$ cat src/rtl/vram_access_arbiter_if.sv
`default_nettype none
// +----------------------------------------------------------------------------+
// | vram_access_arbiter_if : CPU, display-fetch and RAM-pin signal bundle      |
// | Rev 1.0                                                                    |
// +----------------------------------------------------------------------------+
interface vram_access_arbiter_if #(
   parameter int ADDR_WIDTH = 17,
   parameter int DATA_WIDTH = 8
);
   logic                  cpu_req;
   logic                  cpu_write;
   logic [ADDR_WIDTH-1:0] cpu_address;
   logic [DATA_WIDTH-1:0] cpu_data_in;
   logic [DATA_WIDTH-1:0] cpu_data_out;
   logic                  VIDEO_READY;
   logic                  disp_req;
   logic [ADDR_WIDTH-1:0] disp_address;
   logic [DATA_WIDTH-1:0] disp_data;
   logic                  disp_ack;
   logic [ADDR_WIDTH-1:0] ram_address;
   logic [DATA_WIDTH-1:0] ram_data_out;
   logic [DATA_WIDTH-1:0] ram_data_in;
   logic                  ram_we;
   logic                  ram_oe;

   modport slave (
      input  cpu_req, cpu_write, cpu_address, cpu_data_in,
      input  disp_req, disp_address, ram_data_in,
      output cpu_data_out, VIDEO_READY, disp_data, disp_ack,
      output ram_address, ram_data_out, ram_we, ram_oe
   );

   modport master (
      output cpu_req, cpu_write, cpu_address, cpu_data_in,
      output disp_req, disp_address, ram_data_in,
      input  cpu_data_out, VIDEO_READY, disp_data, disp_ack,
      input  ram_address, ram_data_out, ram_we, ram_oe
   );
endinterface
`default_nettype wire

$ cat src/rtl/vram_access_arbiter.sv
`default_nettype none
// +----------------------------------------------------------------------------+
// | vram_access_arbiter : shares one VRAM port between CPU and display fetch   |
// | Optional CPU fairness flag under `VRAM_CPU_FAIRNESS_EN.  Rev 1.0           |
// +----------------------------------------------------------------------------+
module vram_access_arbiter #(
   parameter int ADDR_WIDTH    = 17,
   parameter int DATA_WIDTH    = 8,
   parameter int ACCESS_CYCLES = 4
) (
   input  wire logic             clock,
   input  wire logic             reset_n,
   vram_access_arbiter_if.slave  bus
);
   localparam int                   CNT_WIDTH   = $clog2(ACCESS_CYCLES);
   localparam logic [CNT_WIDTH-1:0] CNT_LAST    = CNT_WIDTH'(ACCESS_CYCLES - 1);
   localparam logic [CNT_WIDTH-1:0] CNT_WE_LAST = CNT_WIDTH'(ACCESS_CYCLES - 2);

   typedef enum logic [1:0] {
      ST_IDLE = 2'd0,
      ST_DISP = 2'd1,
      ST_CPU  = 2'd2
   } state_t;

   state_t                state_q, state_d;
   logic [CNT_WIDTH-1:0]  counter_q, counter_d;
   logic                  disp_pending_q, disp_pending_d;
   logic [ADDR_WIDTH-1:0] disp_addr_q, disp_addr_d;
   logic                  cpu_seen_q, cpu_seen_d;
   logic                  cpu_started_q, cpu_started_d;
   logic                  cpu_done_q, cpu_done_d;
   logic                  cpu_write_q, cpu_write_d;
   logic [ADDR_WIDTH-1:0] ram_address_q, ram_address_d;
   logic [DATA_WIDTH-1:0] ram_data_out_q, ram_data_out_d;
   logic                  ram_we_q, ram_we_d;
   logic                  ram_oe_q, ram_oe_d;
   logic [DATA_WIDTH-1:0] cpu_data_out_q, cpu_data_out_d;
   logic [DATA_WIDTH-1:0] disp_data_q, disp_data_d;
   logic                  disp_ack_q, disp_ack_d;
   logic                  cpu_pending;
   logic                  cpu_first;

   // The CPU strobe is qualified by its registered copy so that a display pulse
   // arriving in the same cycle is already pending when the CPU is first seen.
   assign cpu_pending = bus.cpu_req & cpu_seen_q & ~cpu_started_q;

`ifdef VRAM_CPU_FAIRNESS_EN
   logic cpu_priority_q, cpu_priority_d;
   assign cpu_first = cpu_priority_q & cpu_pending;
`else
   assign cpu_first = 1'b0;
`endif

   always_comb begin
      state_d        = state_q;
      counter_d      = counter_q;
      disp_pending_d = disp_pending_q;
      disp_addr_d    = disp_addr_q;
      cpu_seen_d     = bus.cpu_req;
      cpu_started_d  = cpu_started_q;
      cpu_done_d     = cpu_done_q;
      cpu_write_d    = cpu_write_q;
      ram_address_d  = ram_address_q;
      ram_data_out_d = '0;
      ram_we_d       = 1'b0;
      ram_oe_d       = 1'b0;
      cpu_data_out_d = cpu_data_out_q;
      disp_data_d    = disp_data_q;
      disp_ack_d     = 1'b0;
`ifdef VRAM_CPU_FAIRNESS_EN
      cpu_priority_d = cpu_priority_q;
`endif
      case (state_q)
         ST_IDLE: begin
            if (disp_pending_q && !cpu_first) begin
               state_d        = ST_DISP;
               counter_d      = '0;
               disp_pending_d = 1'b0;
               ram_address_d  = disp_addr_q;
               ram_oe_d       = 1'b1;
            end else if (cpu_pending) begin
               state_d        = ST_CPU;
               counter_d      = '0;
               cpu_started_d  = 1'b1;
               cpu_write_d    = bus.cpu_write;
               ram_address_d  = bus.cpu_address;
               ram_data_out_d = bus.cpu_data_in;
               ram_we_d       = bus.cpu_write;
               ram_oe_d       = ~bus.cpu_write;
`ifdef VRAM_CPU_FAIRNESS_EN
               cpu_priority_d = 1'b0;
`endif
            end
         end
         ST_DISP: begin
            if (counter_q == CNT_LAST) begin
               state_d     = ST_IDLE;
               counter_d   = '0;
               disp_data_d = bus.ram_data_in;
               disp_ack_d  = 1'b1;
`ifdef VRAM_CPU_FAIRNESS_EN
               if (cpu_pending) cpu_priority_d = 1'b1;
`endif
            end else begin
               counter_d = counter_q + 1'b1;
               ram_oe_d  = 1'b1;
            end
         end
         ST_CPU: begin
            if (counter_q == CNT_LAST) begin
               state_d   = ST_IDLE;
               counter_d = '0;
               if (!cpu_write_q) cpu_data_out_d = bus.ram_data_in;
               if (bus.cpu_req)  cpu_done_d     = 1'b1;
            end else begin
               counter_d      = counter_q + 1'b1;
               ram_data_out_d = ram_data_out_q;
               ram_oe_d       = ~cpu_write_q;
               // WE drops one cycle before the end to give the RAM data hold time.
               ram_we_d       = cpu_write_q && (counter_q < CNT_WE_LAST);
            end
         end
         default: state_d = ST_IDLE;
      endcase

      if (bus.disp_req) begin
         disp_pending_d = 1'b1;
         disp_addr_d    = bus.disp_address;
      end
      if (!bus.cpu_req) begin
         cpu_started_d = 1'b0;
         cpu_done_d    = 1'b0;
      end
   end

   always_ff @(posedge clock) begin
      if (!reset_n) begin
         state_q        <= ST_IDLE;
         counter_q      <= '0;
         disp_pending_q <= 1'b0;
         disp_addr_q    <= '0;
         cpu_seen_q     <= 1'b0;
         cpu_started_q  <= 1'b0;
         cpu_done_q     <= 1'b0;
         cpu_write_q    <= 1'b0;
         ram_address_q  <= '0;
         ram_data_out_q <= '0;
         ram_we_q       <= 1'b0;
         ram_oe_q       <= 1'b0;
         cpu_data_out_q <= '0;
         disp_data_q    <= '0;
         disp_ack_q     <= 1'b0;
      end else begin
         state_q        <= state_d;
         counter_q      <= counter_d;
         disp_pending_q <= disp_pending_d;
         disp_addr_q    <= disp_addr_d;
         cpu_seen_q     <= cpu_seen_d;
         cpu_started_q  <= cpu_started_d;
         cpu_done_q     <= cpu_done_d;
         cpu_write_q    <= cpu_write_d;
         ram_address_q  <= ram_address_d;
         ram_data_out_q <= ram_data_out_d;
         ram_we_q       <= ram_we_d;
         ram_oe_q       <= ram_oe_d;
         cpu_data_out_q <= cpu_data_out_d;
         disp_data_q    <= disp_data_d;
         disp_ack_q     <= disp_ack_d;
      end
   end

`ifdef VRAM_CPU_FAIRNESS_EN
   always_ff @(posedge clock) begin
      if (!reset_n) cpu_priority_q <= 1'b0;
      else          cpu_priority_q <= cpu_priority_d;
   end
`endif

   assign bus.VIDEO_READY  = ~bus.cpu_req | cpu_done_q;
   assign bus.cpu_data_out = cpu_data_out_q;
   assign bus.disp_data    = disp_data_q;
   assign bus.disp_ack     = disp_ack_q;
   assign bus.ram_address  = ram_address_q;
   assign bus.ram_data_out = ram_data_out_q;
   assign bus.ram_we       = ram_we_q;
   assign bus.ram_oe       = ram_oe_q;
endmodule
`default_nettype wire
$ cat src/flat_wrapper.sv
// flat-port wrapper written by rule: the top's interface ports become plain ports
module vram_access_arbiter_flat 
#(
   parameter int ADDR_WIDTH    = 17,
   parameter int DATA_WIDTH    = 8,
   parameter int ACCESS_CYCLES = 4
)
  (clock, reset_n, bus_cpu_req, bus_cpu_write, bus_cpu_address, bus_cpu_data_in, bus_disp_req, bus_disp_address, bus_ram_data_in, bus_cpu_data_out, bus_VIDEO_READY, bus_disp_data, bus_disp_ack, bus_ram_address, bus_ram_data_out, bus_ram_we, bus_ram_oe);
  vram_access_arbiter_if #(.ADDR_WIDTH(ADDR_WIDTH), .DATA_WIDTH(DATA_WIDTH)) bus_i ();
  input  wire logic clock;
  input  wire logic reset_n;
  input wire logic [$bits(bus_i.cpu_req)-1:0] bus_cpu_req;
  input wire logic [$bits(bus_i.cpu_write)-1:0] bus_cpu_write;
  input wire logic [$bits(bus_i.cpu_address)-1:0] bus_cpu_address;
  input wire logic [$bits(bus_i.cpu_data_in)-1:0] bus_cpu_data_in;
  input wire logic [$bits(bus_i.disp_req)-1:0] bus_disp_req;
  input wire logic [$bits(bus_i.disp_address)-1:0] bus_disp_address;
  input wire logic [$bits(bus_i.ram_data_in)-1:0] bus_ram_data_in;
  output wire logic [$bits(bus_i.cpu_data_out)-1:0] bus_cpu_data_out;
  output wire logic [$bits(bus_i.VIDEO_READY)-1:0] bus_VIDEO_READY;
  output wire logic [$bits(bus_i.disp_data)-1:0] bus_disp_data;
  output wire logic [$bits(bus_i.disp_ack)-1:0] bus_disp_ack;
  output wire logic [$bits(bus_i.ram_address)-1:0] bus_ram_address;
  output wire logic [$bits(bus_i.ram_data_out)-1:0] bus_ram_data_out;
  output wire logic [$bits(bus_i.ram_we)-1:0] bus_ram_we;
  output wire logic [$bits(bus_i.ram_oe)-1:0] bus_ram_oe;
  assign bus_i.cpu_req = bus_cpu_req;
  assign bus_i.cpu_write = bus_cpu_write;
  assign bus_i.cpu_address = bus_cpu_address;
  assign bus_i.cpu_data_in = bus_cpu_data_in;
  assign bus_i.disp_req = bus_disp_req;
  assign bus_i.disp_address = bus_disp_address;
  assign bus_i.ram_data_in = bus_ram_data_in;
  assign bus_cpu_data_out = bus_i.cpu_data_out;
  assign bus_VIDEO_READY = bus_i.VIDEO_READY;
  assign bus_disp_data = bus_i.disp_data;
  assign bus_disp_ack = bus_i.disp_ack;
  assign bus_ram_address = bus_i.ram_address;
  assign bus_ram_data_out = bus_i.ram_data_out;
  assign bus_ram_we = bus_i.ram_we;
  assign bus_ram_oe = bus_i.ram_oe;
  vram_access_arbiter #(.ADDR_WIDTH(ADDR_WIDTH), .DATA_WIDTH(DATA_WIDTH), .ACCESS_CYCLES(ACCESS_CYCLES)) u_core (.clock(clock), .reset_n(reset_n), .bus(bus_i));
endmodule
$ cat config.mk
export PLATFORM = sky130hd
export DESIGN_NAME = vram_access_arbiter_flat
export DESIGN_NICKNAME = d
export VERILOG_FILES = /design/src/rtl/vram_access_arbiter_if.sv /design/src/rtl/vram_access_arbiter.sv /design/src/flat_wrapper.sv
export SDC_FILE = /design/constraint.sdc
export NUM_CORES = 1
export LEC_CHECK = 0
export ABC_AREA = 1
export CORE_AREA = 2 2 85 87
export DETAILED_ROUTE_END_ITERATION = 10
export DIE_AREA = 0 0 87 89
export GPL_ROUTABILITY_DRIVEN = 1
export GPL_TIMING_DRIVEN = 0
export PLACE_DENSITY = 0.78
export SLEW_MARGIN = 20
export SYNTH_ARGS = -nofsm -noshare
export SYNTH_HDL_FRONTEND = slang
export SYNTH_SLANG_ARGS = --single-unit
$ cat constraint.sdc
create_clock -name clock -period 1.8 [get_ports clock]
set_input_delay 0.18 -clock clock [delete_from_list [all_inputs] [get_ports clock]]
set_output_delay 0.18 -clock clock [all_outputs]
set_load 0.01 [all_outputs]
==> Word level (Yosys, flattened, before mapping) <==
Index checks and enable logic that the tools add are counted.
{ "totals": {"reg_bits": 70, "input_bits": 55, "output_inout_bits": 45, "word_cells": 72} }
{ "classes": {"add_sub_neg": 1, "order_cmp": 1, "n_eq_ne": 6, "mux": 26, "n_bitwise": 8, "n_reduce_logical": 15} }
{ "ops": {"columns": ["operator", "n"], "rows": [
  ["$mux 17", 2],
  ["$mux 8", 3],
  ["$pmux 8 s2", 1],
  ["$reduce_and 2->1", 7],
  ["$mux 2", 6],
  ["$mux 1", 10],
  ["$pmux 2 s2", 2],
  ["$reduce_and 3->1", 2],
  ["$reduce_bool 2->1", 3],
  ["$not 1->1", 5],
  ["$eq 2x2->1 const B", 2],
  ["$ne 2x1->1 const B", 2],
  ["$ne 3x1->1 const B", 1],
  ["$pmux 1 s3", 1],
  ["$add 2x1->2 const B", 1],
  ["$and 1x1->1", 2],
  ["$eq 2x1->1 const B", 1],
  ["$logic_not 2->1", 1],
  ["$lt 2x2->1 const B", 1],
  ["$pmux 1 s2", 1],
  ["$reduce_or 2->1", 1],
  ["$logic_and 1x1->1", 1],
  ["$or 1x1->1", 1]
]} }

==> Longest topological paths before layout <==
{ "depth": {"word_depth": 5, "mapped_depth": 10} }

==> Worst setup path after synthesis <==
Ideal clock, no wire load.
{ "synth_timing": {"kind": "register to register", "from": "reg u_core.state_q[0]", "to": "reg u_core.cpu_started_q", "setup_time_ps": 115, "arrival_time_ps": 1221, "slack_ps": 463, "path_stages_with_launch": 11, "path_buffers": 2, "synth_period_minus_slack_ps": 1337, "cell_sequence": "dfxtp_1 > inv_1 > ha_1 > buf_6 > inv_2 > nor2_4 > inv_2 > nor2_2 > buf_6 > o21ai_0 > inv_1"} }
{ "synth_between": {"elab_chain_len": 2} }
{ "synth_lines": {"columns": ["item", "line_no", "source"], "rows": [
  ["start, declared", "vram_access_arbiter.sv:25", "state_t state_q, state_d;"],
  ["start signal, assigned", "vram_access_arbiter.sv:154", "state_q <= state_d;"],
  ["$logic_not 2->1", "vram_access_arbiter.sv:73", "case (state_q)"],
  ["$reduce_and 3->1 (no line)", null, null],
  ["end signal, assigned", "vram_access_arbiter.sv:159", "cpu_started_q <= cpu_started_d;"],
  ["end, declared", "vram_access_arbiter.sv:30", "logic cpu_started_q, cpu_started_d;"]
]} }
No other way between the ends.
A chain may end at the register's enable or synchronous reset.

==> Final worst setup path <==
{ "layout_timing": {"from": "reg u_core.state_q[0]", "to": "reg u_core.ram_address_q[11], in the netlist u_core.bus.ram_address[11]"} }
{ "layout_between": {"elab_chain_len": 2} }
{ "layout_lines": {"columns": ["item", "line_no", "source"], "rows": [
  ["$logic_not 2->1", "vram_access_arbiter.sv:73", null],
  ["$reduce_and 2->1 (no line)", null, null],
  ["end signal, assigned", "vram_access_arbiter.sv:162", "ram_address_q <= ram_address_d;"],
  ["end, declared", "vram_access_arbiter.sv:33", "logic [ADDR_WIDTH-1:0] ram_address_q, ram_address_d;"]
]} }
No other way between the ends.

==> impl_metrics.csv <==
group,metric,value,unit
status,outcome,"finished, final reports clean",
global_route,antenna_found_initial,0,
detailed_routing,drt_first_pass_iters,4,
logic_synthesis,yosysSeqAreaShare,0.469,
detailed_routing,routedWlPerCell,12.0,µm
power_and_ir_drop,ir_worst_vdd,0.380,mV
global_route,grt.overflow.total,0,
timing,timing.setup.tns,0,ps
final_layout,area_growth,42.3,%
floorplan,dieArea,0.00774,mm²
cts,clock_path_buffers,2,
logic_synthesis,synth_seq_cells,70,
global_route,grt_usage,0.199,
power_and_ir_drop,combPwrFrac,0.178,
cts,path_clk_slew,80,ps
placement,numPortBuffers,97,
cts,clk_root_buffer_cell,"clkbuf_8",
detailed_routing,routed_wl,7340,µm
timing,finClkSkew,9.91,ps
detailed_routing,vias_per_cell,4.69,
floorplan,initial_core_util,0.445,
detailed_routing,postRouteAntennaNets,0,
setup_path,worstPathRequired,2050,ps
final_layout,nNetsFinal,589,
power_and_ir_drop,pwr_density_cell,836,mW/mm²
cts,cts_max_level,3,
final_layout,fillers,567,
setup_path,worstSetupPathType,"flip-flop to flip-flop",
floorplan,io-pin-count,100,
floorplan,die_w,87,µm
final_layout,insertedDiodeCount,0,
timing,post-route-period-util,0.861,
power_and_ir_drop,swShare,0.268,
flow_run,drv_cap,0,
setup_path,start_kind,"flip-flop",
setup_path,cpPeakStageDelay,390,ps
timing,slew_headroom,0.749,
setup_path,arrival,1800,ps
power_and_ir_drop,switching_power,0.951,mW
logic_synthesis,synth_mux_area_frac,0,
floorplan,core,0.00672,mm²
timing,hold_violations,0,
placement,place.gp.congestion,0.815,
floorplan,rows,30,
floorplan,die_h,89,µm
cts,cts_buffers,9,
placement,dp_hpwl,5360,µm
logic_synthesis,synth_cells,421,
detailed_routing,num_vias,2882,
logic_synthesis,synthXorXnorAreaFrac,0,
logic_synthesis,synth_warnings,0,
setup_path,crit_family,"buffers and inverters",
setup_path,crit_slowest_cell,"dfxtp_1",
timing,slew_viol_final,0,
timing,fmax,645,MHz
cts,clk_latency,350,ps
global_route,grt_pass1_vias,2713,
logic_synthesis,synthAdderAreaFrac,0.0209,
timing,worst_slew_pin_slew,377,ps
global_route,grt_pass1_wl,12100,µm
power_and_ir_drop,p_leak,1.88,nW
timing,setup_viol,0,
timing,rsz0062_at_grt,"false",
logic_synthesis,syn_area,0.00299,mm²
logic_synthesis,synth.distinct_cells,26,
setup_path,path_buf_inv,3,
logic_synthesis,synth_top_family_by_area,"simple AND/OR/NAND/NOR gates",
power_and_ir_drop,p_int,2.60,mW
logic_synthesis,synthSimpleGateAreaFrac,0.313,
detailed_routing,drc,0,
power_and_ir_drop,totalPowerFinal,3.55,mW
final_layout,drive_above_1_share,0.0843,
cts,clkSinkCount,70,
cts,cts_tree,"yes",
logic_synthesis,synth_compound_area_frac,0.109,
timing,period_minus_slack,1550,ps
logic_synthesis,synth.avg_cell_area,7.10,µm²
hold_path,hold_class,"primary input to flip-flop",
detailed_routing,drt_iter0_markers,128,
power_and_ir_drop,clockPowerShare,0.349,
power_and_ir_drop,seqPwrFrac,0.474,
global_route,grt_max_degree,13,
logic_synthesis,synth.net_count,481,
setup_path,end_kind,"flip-flop",
setup_path,crit_chain,"inv_1, ha_1, buf_6, nand2_2, clkbuf_8, nand3_1, nand2_1, nor2_1",
setup_path,critPathMaxFanout,10,
[kinds of logic after synthesis]
family,after synthesis
buf+inv,54
compound gates,62
flops,70
fa+ha+maj,5
simple gates,230
[layout make-up]
class	instances	area, µm²	share of cell area
sequential	70	1400	0.330
clock buffer	10	128	0.0300
clock inverter	6	62.6	0.0147
inverter	34	128	0.0300
tap	80	100	0.0235
buffer	20	135	0.0318
multi-input combinational	297	1330	0.312
timing repair buffer	97	971	0.228
[tightest hold or removal path: cells and delay by family]
kind	cells	cell delay [ps]
and+or+nand+nor	1	90
AOI/OAI and AO/OA	1	40
buffers and inverters	1	150
[worst paths after layout]
path,cells past startpoint,slack [ps],startpoint,endpoint
max reg2reg,8,250,u_core.state_q[0],u_core.bus.ram_address[11]
max,8,250,u_core.state_q[0],u_core.bus.ram_address[11]
min reg2reg,2,460,u_core.cpu_done_q,u_core.cpu_done_q
min,3,170,reset_n,u_core.cpu_done_q
[cells in the final DEF (no fill, tap or decap), drive strengths merged]
| master | instances |
|---|---|
| bufinv | 1 |
| clkbuf | 16 |
| clkdlybuf4s50 | 97 |
| dfxtp | 70 |
| a21oi | 18 |
| nor2 | 108 |
| nand3b | 1 |
| o21ai | 44 |
| nand3 | 21 |
| nand2 | 100 |
| clkinv | 6 |
| ha | 5 |
| buf | 14 |
| inv | 33 |
[flip-flops by register name, indices dropped and copies added, names as in the netlist]
name and count:
u_core.cpu_started_q 1, u_core.bus.ram_address 17, u_core.bus.ram_oe 1, u_core.disp_addr_q 17, u_core.bus.ram_we 1, u_core.cpu_write_q 1
u_core.bus.cpu_data_out 8, u_core.bus.ram_data_out 8, u_core.bus.disp_data 8, u_core.counter_q 2, u_core.cpu_seen_q 1, u_core.cpu_done_q 1
u_core.state_q 2, u_core.bus.disp_ack 1, u_core.disp_pending_q 1
[synthesized netlist by cell type]
cell type,count,area share
clkbuf_8,1,0.0046
clkbuf_1,4,0.0050
nor2_4,2,0.0075
clkinv_1,1,0.0013
o21ai_4,1,0.0054
a21oi_1,17,0.028
buf_6,4,0.015
o21ai_1,1,0.0017
buf_1,1,0.0013
dfxtp_1,70,0.47
nand2_4,1,0.0038
a21oi_2,1,0.0029
nand3b_1,1,0.0025
o21ai_0,42,0.070
nand2_2,3,0.0063
nand3_2,2,0.0067
clkbuf_2,1,0.0017
inv_1,30,0.038
inv_2,3,0.0038
nor2_2,1,0.0021
ha_1,5,0.021
buf_2,6,0.010
buf_4,3,0.0075
nand3_1,19,0.032
nand2_1,96,0.12
nor2_1,105,0.13
[through the flow]
| stage | hold WS, ps | cell area (µm²) | instances | setup slack, ps | utilization |
|---|---|---|---|---|---|
| after global routing | 171 | 4250 | 614 | 141 | 0.633 |
| after detailed placement | 448 | 4060 | 598 | 99.0 | 0.604 |
| after global placement | 448 | 4060 | 598 | 141 | 0.604 |
| final | 166 | 4250 | 614 | 249 | 0.633 |
| after floorplan | 304 | 2990 | 421 | 463 | - |
| after CTS | 154 | 4250 | 614 | 76.4 | 0.632 |
[metal layers]
metal,part of all wire,up-vias,global-route usage
li1,-,1524,-
met1,0.45,1258,0.236
met2,0.46,94,0.329
met3,0.084,6,0.0785
met4,0.0065,0,0.0696
met5,0,-,0
[power groups by stage]
| stage | clock network [mW] | logic [mW] | registers, mW |
|---|---|---|---|
| after detailed placement | 0 | 0.630 | 1.72 |
| after global routing | 1.34 | 0.709 | 1.69 |
| after CTS | 1.25 | 0.634 | 1.68 |
| after global placement | 0 | 0.618 | 1.71 |
| final | 1.24 | 0.631 | 1.68 |
| after floorplan | 0 | 0.317 | 1.74 |
[timing repair]
action / 4_1_cts / 5_1_grt
buffers inserted: 0 / 0
gates resized for setup: 0 / 1
hold buffers: 0 / 0
setup endpoints to repair: 0 / 8
endpoints found under the hold margin: 0 / 0
Note: power is estimated with default switching activity, not from simulation.
